[config.mk]
export PLATFORM = sky130hd
export DESIGN_NAME = mem_port_arbiter
export DESIGN_NICKNAME = d
export VERILOG_FILES = /design/src/rtl/mem_arb_pkg.sv /design/src/rtl/mem_latency_counter.sv /design/src/rtl/mem_port_arbiter.sv
export SDC_FILE = /design/constraint.sdc
export NUM_CORES = 1
export LEC_CHECK = 0
export CORE_MARGIN = 1
export CORE_UTILIZATION = 38
export CTS_CLUSTER_DIAMETER = 150
export DETAILED_ROUTE_END_ITERATION = 6
export HOLD_SLACK_MARGIN = 0.12
export PLACE_DENSITY_LB_ADDON = 0.25
export RECOVER_POWER = 50
export SYNTH_ARGS = -nofsm -noshare
export SYNTH_HDL_FRONTEND = slang
export SYNTH_SLANG_ARGS = --single-unit
[constraint.sdc]
create_clock -name clk -period 3.8 [get_ports clk]
set_input_delay 0.57 -clock clk [delete_from_list [all_inputs] [get_ports clk]]
set_output_delay 0.57 -clock clk [all_outputs]
set_load 0.01 [all_outputs]
[src/rtl/mem_arb_pkg.sv]
// Shared types and constants for the unified-memory port arbiter.
package mem_arb_pkg;

    localparam int MEM_LATENCY_DEF = 4;
    localparam int CNT_W           = 4;

    typedef enum logic [1:0] {
        ST_IDLE    = 2'd0,
        ST_SERVE_I = 2'd1,
        ST_SERVE_D = 2'd2,
        ST_RESP    = 2'd3
    } arb_state_e;

    typedef enum logic {
        OWN_I = 1'b0,
        OWN_D = 1'b1
    } owner_e;

endpackage

[src/rtl/mem_latency_counter.sv]
// Down-counter timing one memory access: loaded on grant, counts to zero.
module mem_latency_counter
    import mem_arb_pkg::*;
(
    input  logic             clk,
    input  logic             rst,
    input  logic             load_i,
    input  logic [CNT_W-1:0] load_val_i,
    input  logic             dec_i,
    output logic             zero_o
);

    logic [CNT_W-1:0] cnt_q, cnt_d;

    always_comb begin
        cnt_d = cnt_q;
        if (load_i)
            cnt_d = load_val_i;
        else if (dec_i && (cnt_q != '0))
            cnt_d = cnt_q - 1'b1;
    end

    always_ff @(posedge clk or posedge rst) begin
        if (rst)
            cnt_q <= '0;
        else
            cnt_q <= cnt_d;
    end

    assign zero_o = (cnt_q == '0);

endmodule

[src/rtl/mem_port_arbiter.sv]
// Arbitrates fetch and data requests onto one fixed-latency memory port,
// alternating grants on contention and supporting fetch cancellation.
module mem_port_arbiter
    import mem_arb_pkg::*;
#(
    parameter int MEM_LATENCY = MEM_LATENCY_DEF,
    parameter int XLEN        = 32
) (
    input  logic            clk,
    input  logic            reset,
    input  logic            if_req,
    input  logic [XLEN-1:0] if_addr,
    input  logic            if_cancel,
    output logic            if_ready,
    output logic [XLEN-1:0] if_rdata,
    input  logic            d_req,
    input  logic            d_we,
    input  logic [XLEN-1:0] d_addr,
    input  logic [XLEN-1:0] d_wdata,
    output logic            d_ready,
    output logic [XLEN-1:0] d_rdata,
    output logic            mem_valid,
    output logic            mem_we,
    output logic [XLEN-1:0] mem_addr,
    output logic [XLEN-1:0] mem_wdata,
    input  logic [XLEN-1:0] mem_rdata,
    output logic            if_stall,
    output logic            d_stall
);

    arb_state_e      state_q;
    owner_e          owner_q;
    owner_e          last_q;
    logic            drop_q;
    logic            we_q;
    logic [XLEN-1:0] addr_q;
    logic [XLEN-1:0] wdata_q;
    logic [XLEN-1:0] rdata_q;

    logic serving;
    logic grant_d;
    logic cnt_load;
    logic cnt_zero;

    assign serving  = (state_q == ST_SERVE_I) || (state_q == ST_SERVE_D);
    // Data wins unless fetch is also waiting and data was served last.
    assign grant_d  = d_req && (!if_req || (last_q == OWN_I));
    assign cnt_load = (state_q == ST_IDLE) && (d_req || if_req);

    mem_latency_counter u_cnt (
        .clk        (clk),
        .rst        (reset),
        .load_i     (cnt_load),
        .load_val_i (CNT_W'(MEM_LATENCY - 1)),
        .dec_i      (serving),
        .zero_o     (cnt_zero)
    );

    always_ff @(posedge clk or posedge reset) begin
        if (reset) begin
            state_q <= ST_IDLE;
            owner_q <= OWN_I;
            last_q  <= OWN_I;
            drop_q  <= 1'b0;
            we_q    <= 1'b0;
            addr_q  <= '0;
            wdata_q <= '0;
            rdata_q <= '0;
        end else begin
            case (state_q)
                ST_IDLE: begin
                    if (grant_d) begin
                        owner_q <= OWN_D;
                        addr_q  <= d_addr;
                        we_q    <= d_we;
                        wdata_q <= d_wdata;
                        state_q <= ST_SERVE_D;
                    end else if (if_req) begin
                        owner_q <= OWN_I;
                        addr_q  <= if_addr;
                        we_q    <= 1'b0;
                        wdata_q <= '0;
                        state_q <= ST_SERVE_I;
                    end
                end
                ST_SERVE_I, ST_SERVE_D: begin
                    if ((state_q == ST_SERVE_I) && if_cancel)
                        drop_q <= 1'b1;
                    if (cnt_zero) begin
                        rdata_q <= mem_rdata;
                        state_q <= ST_RESP;
                    end
                end
                ST_RESP: begin
                    last_q  <= owner_q;
                    drop_q  <= 1'b0;
                    state_q <= ST_IDLE;
                end
                default: state_q <= ST_IDLE;
            endcase
        end
    end

    assign mem_valid = serving;
    assign mem_we    = serving && we_q;
    assign mem_addr  = addr_q;
    assign mem_wdata = wdata_q;

    // A cancel arriving in the response cycle itself must still swallow the pulse.
    assign if_ready = (state_q == ST_RESP) && (owner_q == OWN_I) && !drop_q && !if_cancel;
    assign d_ready  = (state_q == ST_RESP) && (owner_q == OWN_D);
    assign if_rdata = rdata_q;
    assign d_rdata  = rdata_q;

    assign if_stall = if_req && !if_ready;
    assign d_stall  = d_req && !d_ready;

endmodule

# Word level (Yosys, flattened, before mapping)
# Index checks and enable logic that the tools add are counted.
[word_totals] reg_bits=106
[classes] n_addsub=1 n_eq_ne=6 mux=15 bitwise=2 n_reduce_logical=30
[op_table] cell="two-way mux 32 bit" count=4
[op_table] cell="logical AND 1 bit" count=11
[op_table] cell="two-way mux 4 bit" count=2
[op_table] cell="AND reduction 2 bit" count=4
[op_table] cell="two-way mux 2 bit" count=3
[op_table] cell="one-hot mux 2 bit (3 select lines)" count=1
[op_table] cell="nonzero test 2 bit" count=3
[op_table] cell="logical NOT 1 bit" count=5
[op_table] cell="== test 2 bit (second input constant)" count=2
[op_table] cell="logical NOT 4 bit" count=1
[op_table] cell="two-way mux 1 bit" count=4
[op_table] cell="!= test 2 bit (second input constant)" count=2
[op_table] cell="nonzero test 4 bit" count=1
[op_table] cell="subtractor 4 x 1 -> 4 bit (second input constant)" count=1
[op_table] cell="logical OR 1 bit" count=3
[op_table] cell="!= test 3 bit (second input constant)" count=1
[op_table] cell="== test 2 x 1 -> 1 bit (second input constant)" count=1
[op_table] cell="logical NOT 2 bit" count=1
[op_table] cell="NOT 1 bit" count=2
[op_table] cell="one-hot mux 1 bit (2 select lines)" count=1
[op_table] cell="OR reduction 2 bit" count=1

# Logic depth before layout (Yosys ltp)
# Gate-level depths: netlist of the first run.
[logic_depth] ltp_word=6 ltp_mapped=7 mapped_depth_nobuf=5

# Modules after synthesis
# A second synthesis of the first run with hierarchy kept.
[hier_totals] cells_unflattened=417 hier_area_um2=4659.5
[modules_own_cells] mod="mem_port_arbiter" instances=1 cells_per_inst=389 area_per_inst_um2=4398.0 seq_area_each_um2=2552.4
[modules_own_cells] mod="mem_latency_counter" instances=1 cells_per_inst=28 area_per_inst_um2=261.5 seq_area_each_um2=100.1

# Least setup slack after synthesis of the first run
# Ideal clock, no wire load.
[synth_timing] path_kind="register -> output" from="register state_q[0]" to="output port if_stall" t_arrival_ns=1.266 setup_slack_ns=1.964 stages_incl_launch_ff=4 cell_sequence="dfrtp_1 > ha_1 > nor4b_1 > nor2b_1"
[synth_via] elab_chain_cells=6
[synth_rtl] item="from (decl)" line_no="mem_port_arbiter.sv:31" source="arb_state_e state_q;"
[synth_rtl] item="from (signal assigned)" line_no="mem_port_arbiter.sv:61" source="state_q <= ST_IDLE;"
[synth_rtl] item="from (signal assigned)" line_no="mem_port_arbiter.sv:77" source="state_q <= ST_SERVE_D;"
[synth_rtl] item="from (signal assigned)" line_no="mem_port_arbiter.sv:83" source="state_q <= ST_SERVE_I;"
[synth_rtl] item="== test 2 bit" line_no="mem_port_arbiter.sv:110" source="assign if_ready = (state_q == ST_RESP) && (owner_q == OWN_I) && !drop_q && !if_cancel;"
[synth_rtl] item="logical AND 1 bit (3 in a row)" line_no="mem_port_arbiter.sv:110"
[synth_rtl] item="named net if_ready" line_no="mem_port_arbiter.sv:14" source="output logic if_ready,"
[synth_rtl] item="logical NOT 1 bit" line_no="mem_port_arbiter.sv:115" source="assign if_stall = if_req && !if_ready;"
[synth_rtl] item="logical AND 1 bit" line_no="mem_port_arbiter.sv:115"
[synth_rtl] item="to (decl)" line_no="mem_port_arbiter.sv:27" source="output logic if_stall,"
# The timed path passes the listed nets, and every way through them passes these cells.

==> impl_metrics.py, run 1 <==
metrics = {
    "synth": {
        "yosys_register_bits": 106,
        "synth_adder_area_share_pct": 1.34,
        "muxShareOfSynthArea_pct": 15.3,
        "synth_nets": 511,
        "synth_xor_area_share_pct": 0,
        "syn_avg_cell_area_um2": 12.5,
        "synth_edf_count": 0,
        "synthTopCellsByArea": "dfrtp_1, mux2i_1, mux2_2",
        "netlist_instances": 372,
        "synth-simple-area-share_pct": 5.35,
        "async_reset_ff_share_pct": 100,
        "synth_most_common_cell": "dfrtp_1",
        "synth-compound-area-share_pct": 12.0,
        "synth_top_cell_by_area": "dfrtp_1",
        "synth.top_cell.area_share_pct": 56.9,
        "synth_top_family_by_area": "multiplexers",
        "yosysUniqueCellTypes": 31,
        "synth_commonest_cells": "dfrtp_1, buf_4, nand2_1, a22o_1, mux2i_1",
        "syn-cell-area_mm2": 0.00466,
        "yosys_warnings": 0,
        "yosysSeqAreaShare_pct": 56.9,
        "synth-main-ff-cell": "dfrtp_1",
    },
    "clock_tree": {
        "cts_inserted_buffers": 9,
        "ctsResizeCount": 0,
        "clk_path_buf_depth": 2,
        "clkTransAtPathRegs_ns": 0.07,
        "cts.hold.buffers_added": 0,
        "cts_tree": "done",
        "htree_levels": 3,
        "post_cts_buffers": 0,
        "clk_latency_ns": 0.34,
        "cts.root.buffer_cell": "clkbuf_16",
        "cts.sinks": 106,
    },
    "global_route": {
        "grt_use_met1_pct": 22.6,
        "grt_util_all_layers_pct": 19.2,
        "grt_max_degree": 57,
        "overflow": 0,
        "use_met3_pct": 6.05,
        "grt_pass1_wl_um": 18800,
        "antenna_found_initial": 0,
        "grt_busiest_layer": "met2",
        "grt_use_met2_pct": 32.3,
        "grt_pass1_vias": 3634,
    },
    "finish": {
        "fin_nets": 739,
        "fin_area_mm2": 0.00748,
        "multi_input_area_mm2": 0.00160,
        "drive_gt1_share_pct": 8.43,
        "seqCellArea_mm2": 0.00265,
        "diodes": 0,
        "nFillCells": 1011,
        "layout-area-overhead-vs-synth_pct": 60.5,
    },
    "sta": {
        "finalHoldViolCount": 0,
        "rsz0062_at_grt": "no",
        "fin_tns_setup_ns": 0,
        "worst_pin_slew_ns": 2.16,
        "max_freq_ghz": 0.375,
        "setup_ws_ns": 1.13,
        "hold-worst-slack_ns": 0.474,
        "finalMaxSlewViolations": 56,
        "post-route-period-util_pct": 70.2,
        "maxSlewHeadroom_pct": -44.2,
        "min_period_ns": 2.67,
        "setup_viol_count_final": 0,
        "skew_ns": 0.00586,
    },
    "place": {
        "io_buffers": 267,
        "dp_slack_ns": 1.27,
        "placed_area_mm2": 0.00718,
        "place_congestion": 0.727,
        "dpl.hpwl_um": 9010,
    },
    "run": {
        "drv_cap": 1,
    },
    "setup_path": {
        "critPathMaxFanout": 56,
        "max_stage_delay_ns": 1.52,
        "timing.rr.end": "d_rdata[21]",
        "cpMaxStageDelayCell": "inv_1",
        "reg2reg_depth": 5,
        "reg2reg_from": "state_q[0]",
        "crit_end": "mem_wdata[1]",
        "worstPathRequired_ns": 3.81,
        "path_cells": "dlygate4sd3_1 -> inv_1",
        "worst_ep_arrival_time_ns": 2.68,
        "cp.depth": 2,
        "startpoint": "reset",
        "r2r_slack_ns": 1.74,
        "endpoint_kind": "async pin",
        "crit_family": "buffers and inverters",
        "startpoint_type": "input port",
        "critPathKind": "in2async",
        "cp_num_buf_inv": 2,
    },
    "power": {
        "ir_drop_mv": 0.367,
        "p_total_uw": 5660,
        "leakage_uw": 0.00335,
        "powerDensity_mw_per_mm2": 757,
    },
    "routing": {
        "drtIter0Drc": 132,
        "antenna_left": 0,
        "drc": 0,
        "viasPerCell": 4.86,
        "dr.pass1.iters": 6,
        "wire_per_inst_um": 16.0,
        "vias": 3657,
        "drt_wl_total_um": 12000,
    },
    "die": {
        "core_area_mm2": 0.0120,
        "initial_core_util_pct": 38.9,
        "die_area_mm2": 0.0127,
        "ioPinCount": 268,
        "die_w_um": 113,
        "die_h_um": 113,
        "rows": 40,
    },
    "run_status": {
        "violations": "max-capacitance violations, max-slew violations",
        "status": "finished, violations left",
    },
    "hold_path": {
        "hold_path_class": "reg2reg",
    },
}
worst min-delay path by stage:
stage / start / to / slack (ns) / cells after the start
5_1_grt: mem_addr[24] / mem_addr[24] / 0.50 / 2
3_3_place_gp: mem_addr[17] / mem_addr[17] / 0.46 / 2
4_1_cts: mem_addr[6] / mem_addr[6] / 0.49 / 2
3_5_place_dp: mem_addr[19] / mem_addr[19] / 0.47 / 2
6_report: mem_addr[6] / mem_addr[6] / 0.47 / 2
2_1_floorplan: we_q / we_q / 0.47 / 1
registers in the layout, summed over array words and instances, names as in the netlist:
name and count:
last_q 1, we_q 1, state_q 2, d_rdata 32, mem_wdata 32, drop_q 1
u_cnt.cnt_q 4, owner_q 1, mem_addr 32
metal layers:
layer / wire, um / part of all wire [%]
met2: 5710 / 48
met1: 4850 / 40
met3: 1120 / 9.3
met4: 316 / 2.6
met5: 0 / 0
stage by stage:
stage                     cells  utilization (%)
after detailed placement    736             60.0
after CTS                   752             62.5
after global routing        752             62.5
after floorplan             372                -
final                       752             62.5
after global placement      736             60.0
final cells by class:
class / instances / area share (%)
clock buffer: 11 / 3.25
clock inverter: 5 / 0.720
sequential: 106 / 35.5
tap: 147 / 2.46
timing repair buffer: 272 / 36.4
inverter: 6 / 0.301
multi-input combinational: 205 / 21.4
power by group:
part / switching [uW] / internal (uW) / leakage, uW
Clock: 401 / 527 / 0.000149
Combinational: 1170 / 1580 / 0.00187
Sequential: 323 / 1660 / 0.00133
layout by cell type, fill, tap and decap left out, types with 2 or more instances in the layout:
master	n
dlygate4sd3_1	62
mux2i_1	34
nor4b_1	2
o2bb2ai_1	3
buf_4	4
mux2_1	6
dfrtp_1	106
a31oi_1	2
nor2b_1	4
mux2_2	27
o21ai_0	33
a21oi_1	3
ha_1	5
inv_1	6
clkinv_2	3
and2_1	3
clkbuf_16	9
nand2_1	35
clkdlybuf4s50_1	205
nor2_1	3
a22o_1	34
logic make-up after synthesis:
logic type | count (synthesis)
and+or+nand+nor | 53
DFF | 106
AOI/OAI and AO/OA | 80
buffers and inverters | 61
adders and majority gates | 5
muxes | 67
Note: power is estimated with default switching activity, not from simulation.
==> inputs of run 2 (changes only) <==
==> constraint.sdc (replaced) <==
create_clock -name clk -period 2.7 [get_ports clk]
set_input_delay 0.405 -clock clk [delete_from_list [all_inputs] [get_ports clk]]
set_output_delay 0.405 -clock clk [all_outputs]
set_load 0.01 [all_outputs]
==> run 2 against run 1 <==
Against the previous run:
- critical endpoint is now mem_we
- combinational power grew 43%
- the run now ends clean
- count of clock-buffer cells in the layout shrank 2
- sequential cell count is the same
==> impl_metrics.py, run 2 (synthesis gave the netlist of run 1 again) <==
metrics = {
    "routing": {
        "maxUsedRoutingLayer": "met4",
        "drtIter0Drc": 121,
        "drt_wl_total_um": 12200,
        "vias": 3640,
        "drc": 0,
        "wire_per_inst_um": 16.2,
        "wl_met1_um": 4970,
        "dr.pass1.iters": 5,
        "met2_length_um": 6220,
        "viasPerCell": 4.83,
        "antenna_left": 0,
        "dr_wl_met3_um": 977,
    },
    "sta": {
        "finalHoldViolCount": 0,
        "rsz0062_at_grt": "no",
        "maxSlewHeadroom_pct": 5.51,
        "skew_ns": 0.0108,
        "max_freq_ghz": 0.413,
        "fin_tns_setup_ns": 0,
        "min_period_ns": 2.42,
        "post-route-period-util_pct": 89.7,
        "finalMaxSlewViolations": 0,
        "worst_pin_slew_ns": 1.42,
        "hold-worst-slack_ns": 0.472,
        "setup_viol_count_final": 0,
    },
    "run_status": {
        "status": "finished, final reports clean",
    },
    "die": {
        "core_area_mm2": 0.0120,
        "rows": 40,
        "die_w_um": 113,
        "die_h_um": 113,
        "ioPinCount": 268,
        "initial_core_util_pct": 38.9,
        "die_area_mm2": 0.0127,
    },
    "place": {
        "place_congestion": 0.725,
        "io_buffers": 267,
        "dpl.hpwl_um": 9210,
        "placed_area_mm2": 0.00722,
    },
    "power": {
        "leakage_uw": 0.00333,
        "powerDensity_mw_per_mm2": 1070,
        "ir_drop_mv": 0.532,
    },
    "finish": {
        "drive_gt1_share_pct": 8.75,
        "final_common_cell": "clkdlybuf4s50_1",
        "fin_nets": 740,
        "layout-area-overhead-vs-synth_pct": 60.9,
        "nFillCells": 954,
        "mostFrequentLayoutCells": "clkdlybuf4s50_1, dfrtp_1, dlygate4sd3_1",
        "fin_area_mm2": 0.00749,
        "diodes": 0,
        "seqCellArea_mm2": 0.00265,
        "multi_input_area_mm2": 0.00159,
    },
    "setup_path": {
        "startpoint_type": "flip-flop",
        "max_stage_delay_ns": 0.56,
        "worst_ep_arrival_time_ns": 2.02,
        "cpMaxStageDelayCell": "clkdlybuf4s50_1",
        "crit_family": "buffers and inverters",
        "cp_num_buf_inv": 2,
        "worstPathRequired_ns": 2.30,
        "path_cells": "inv_1 -> ha_1 -> and2_1 -> clkdlybuf4s50_1",
        "critPathMaxFanout": 12,
        "endpoint_kind": "output pin",
        "critPathKind": "reg2out",
    },
    "global_route": {
        "grt_pass1_vias": 3677,
        "grt_pass1_wl_um": 19200,
        "overflow": 0,
        "grt_max_degree": 107,
        "grt_util_all_layers_pct": 19.7,
        "antenna_found_initial": 0,
    },
    "clock_tree": {
        "cts.hold.buffers_added": 0,
        "clk_path_buf_depth": 2,
        "cts_tree": "done",
        "ctsResizeCount": 0,
        "cts_inserted_buffers": 9,
        "cts.root.buffer_cell": "clkbuf_16",
        "htree_levels": 3,
        "cts.sinks": 106,
        "clkTransAtPathRegs_ns": 0.07,
        "clk_latency_ns": 0.34,
        "post_cts_buffers": 0,
    },
    "run": {
        "drv_cap": 0,
    },
    "hold_path": {
        "hold_path_class": "reg2reg",
    },
}
[run 2: cell count changes in the layout (fill, tap and decap cells not counted)]
| cell | before | now |
|---|---|---|
| a21boi_0 | 0 | 1 |
| a21boi_4 | 1 | 0 |
| buf_12 | 1 | 2 |
| buf_4 | 4 | 3 |
| clkbuf_1 | 1 | 0 |
| clkbuf_4 | 0 | 1 |
| clkbuf_8 | 1 | 0 |
| clkdlybuf4s50_1 | 205 | 210 |
| clkinv_2 | 3 | 1 |
| clkinvlp_4 | 0 | 3 |
| dlygate4sd3_1 | 62 | 57 |
| inv_1 | 6 | 5 |
| inv_6 | 0 | 2 |
[run 2: path summary, 6_finish.rpt]
| path | from | endpoint | slack, ns | cells past startpoint |
|---|---|---|---|---|
| max | state_q[0] | mem_we | 0.28 | 4 |
| min in group asynchronous | reset | d_rdata[20] | 1.06 | 3 |
| min | mem_addr[8] | mem_addr[8] | 0.47 | 2 |
| max reg2reg | state_q[0] | d_rdata[29] | 0.66 | 5 |
| min reg2reg | mem_addr[8] | mem_addr[8] | 0.47 | 2 |
| max in group asynchronous | reset | u_cnt.cnt_q[3] | 0.75 | 3 |
[run 2: per-layer routing]
layer,vias to the layer above,GRT usage [%]
li1,1734,-
met1,1732,23.2
met2,170,34.8
met3,4,6.16
met4,0,5.33
met5,-,0
[run 2: area by class of cell]
cell class | count | share of cell area, %
clock buffer | 9 | 3.01
clock inverter | 7 | 1.02
inverter | 6 | 0.351
multi-input combinational | 205 | 21.2
sequential | 106 | 35.4
tap | 147 | 2.45
timing repair buffer | 273 | 36.6
[run 2: worst min-delay path, stage by stage (launching register included)]
cell,delay [ns]
dfrtp_1,0.34
nand2_1,0.04
o21ai_0,0.06
[run 2: stage by stage]
stage | cells | total power (uW) | setup WS [ns] | util, %
2_1_floorplan | 372 | 4850 | 1.02 | -
3_3_place_gp | 737 | 6870 | 0.497 | 60.3
3_5_place_dp | 737 | 6970 | 0.460 | 60.3
4_1_cts | 753 | 8320 | 0.247 | 62.8
5_1_grt | 753 | 8560 | 0.120 | 62.6
6_report | 753 | 8050 | 0.277 | 62.6
[run 2: power by group]
part / total [uW] / switching, uW / internal, uW / leakage [uW]
clock network: 1320 / 591 / 726 / 0.000142
logic: 3920 / 1660 / 2260 / 0.00186
registers: 2810 / 473 / 2340 / 0.00133
total: 8050 / 2720 / 5320 / 0.00333
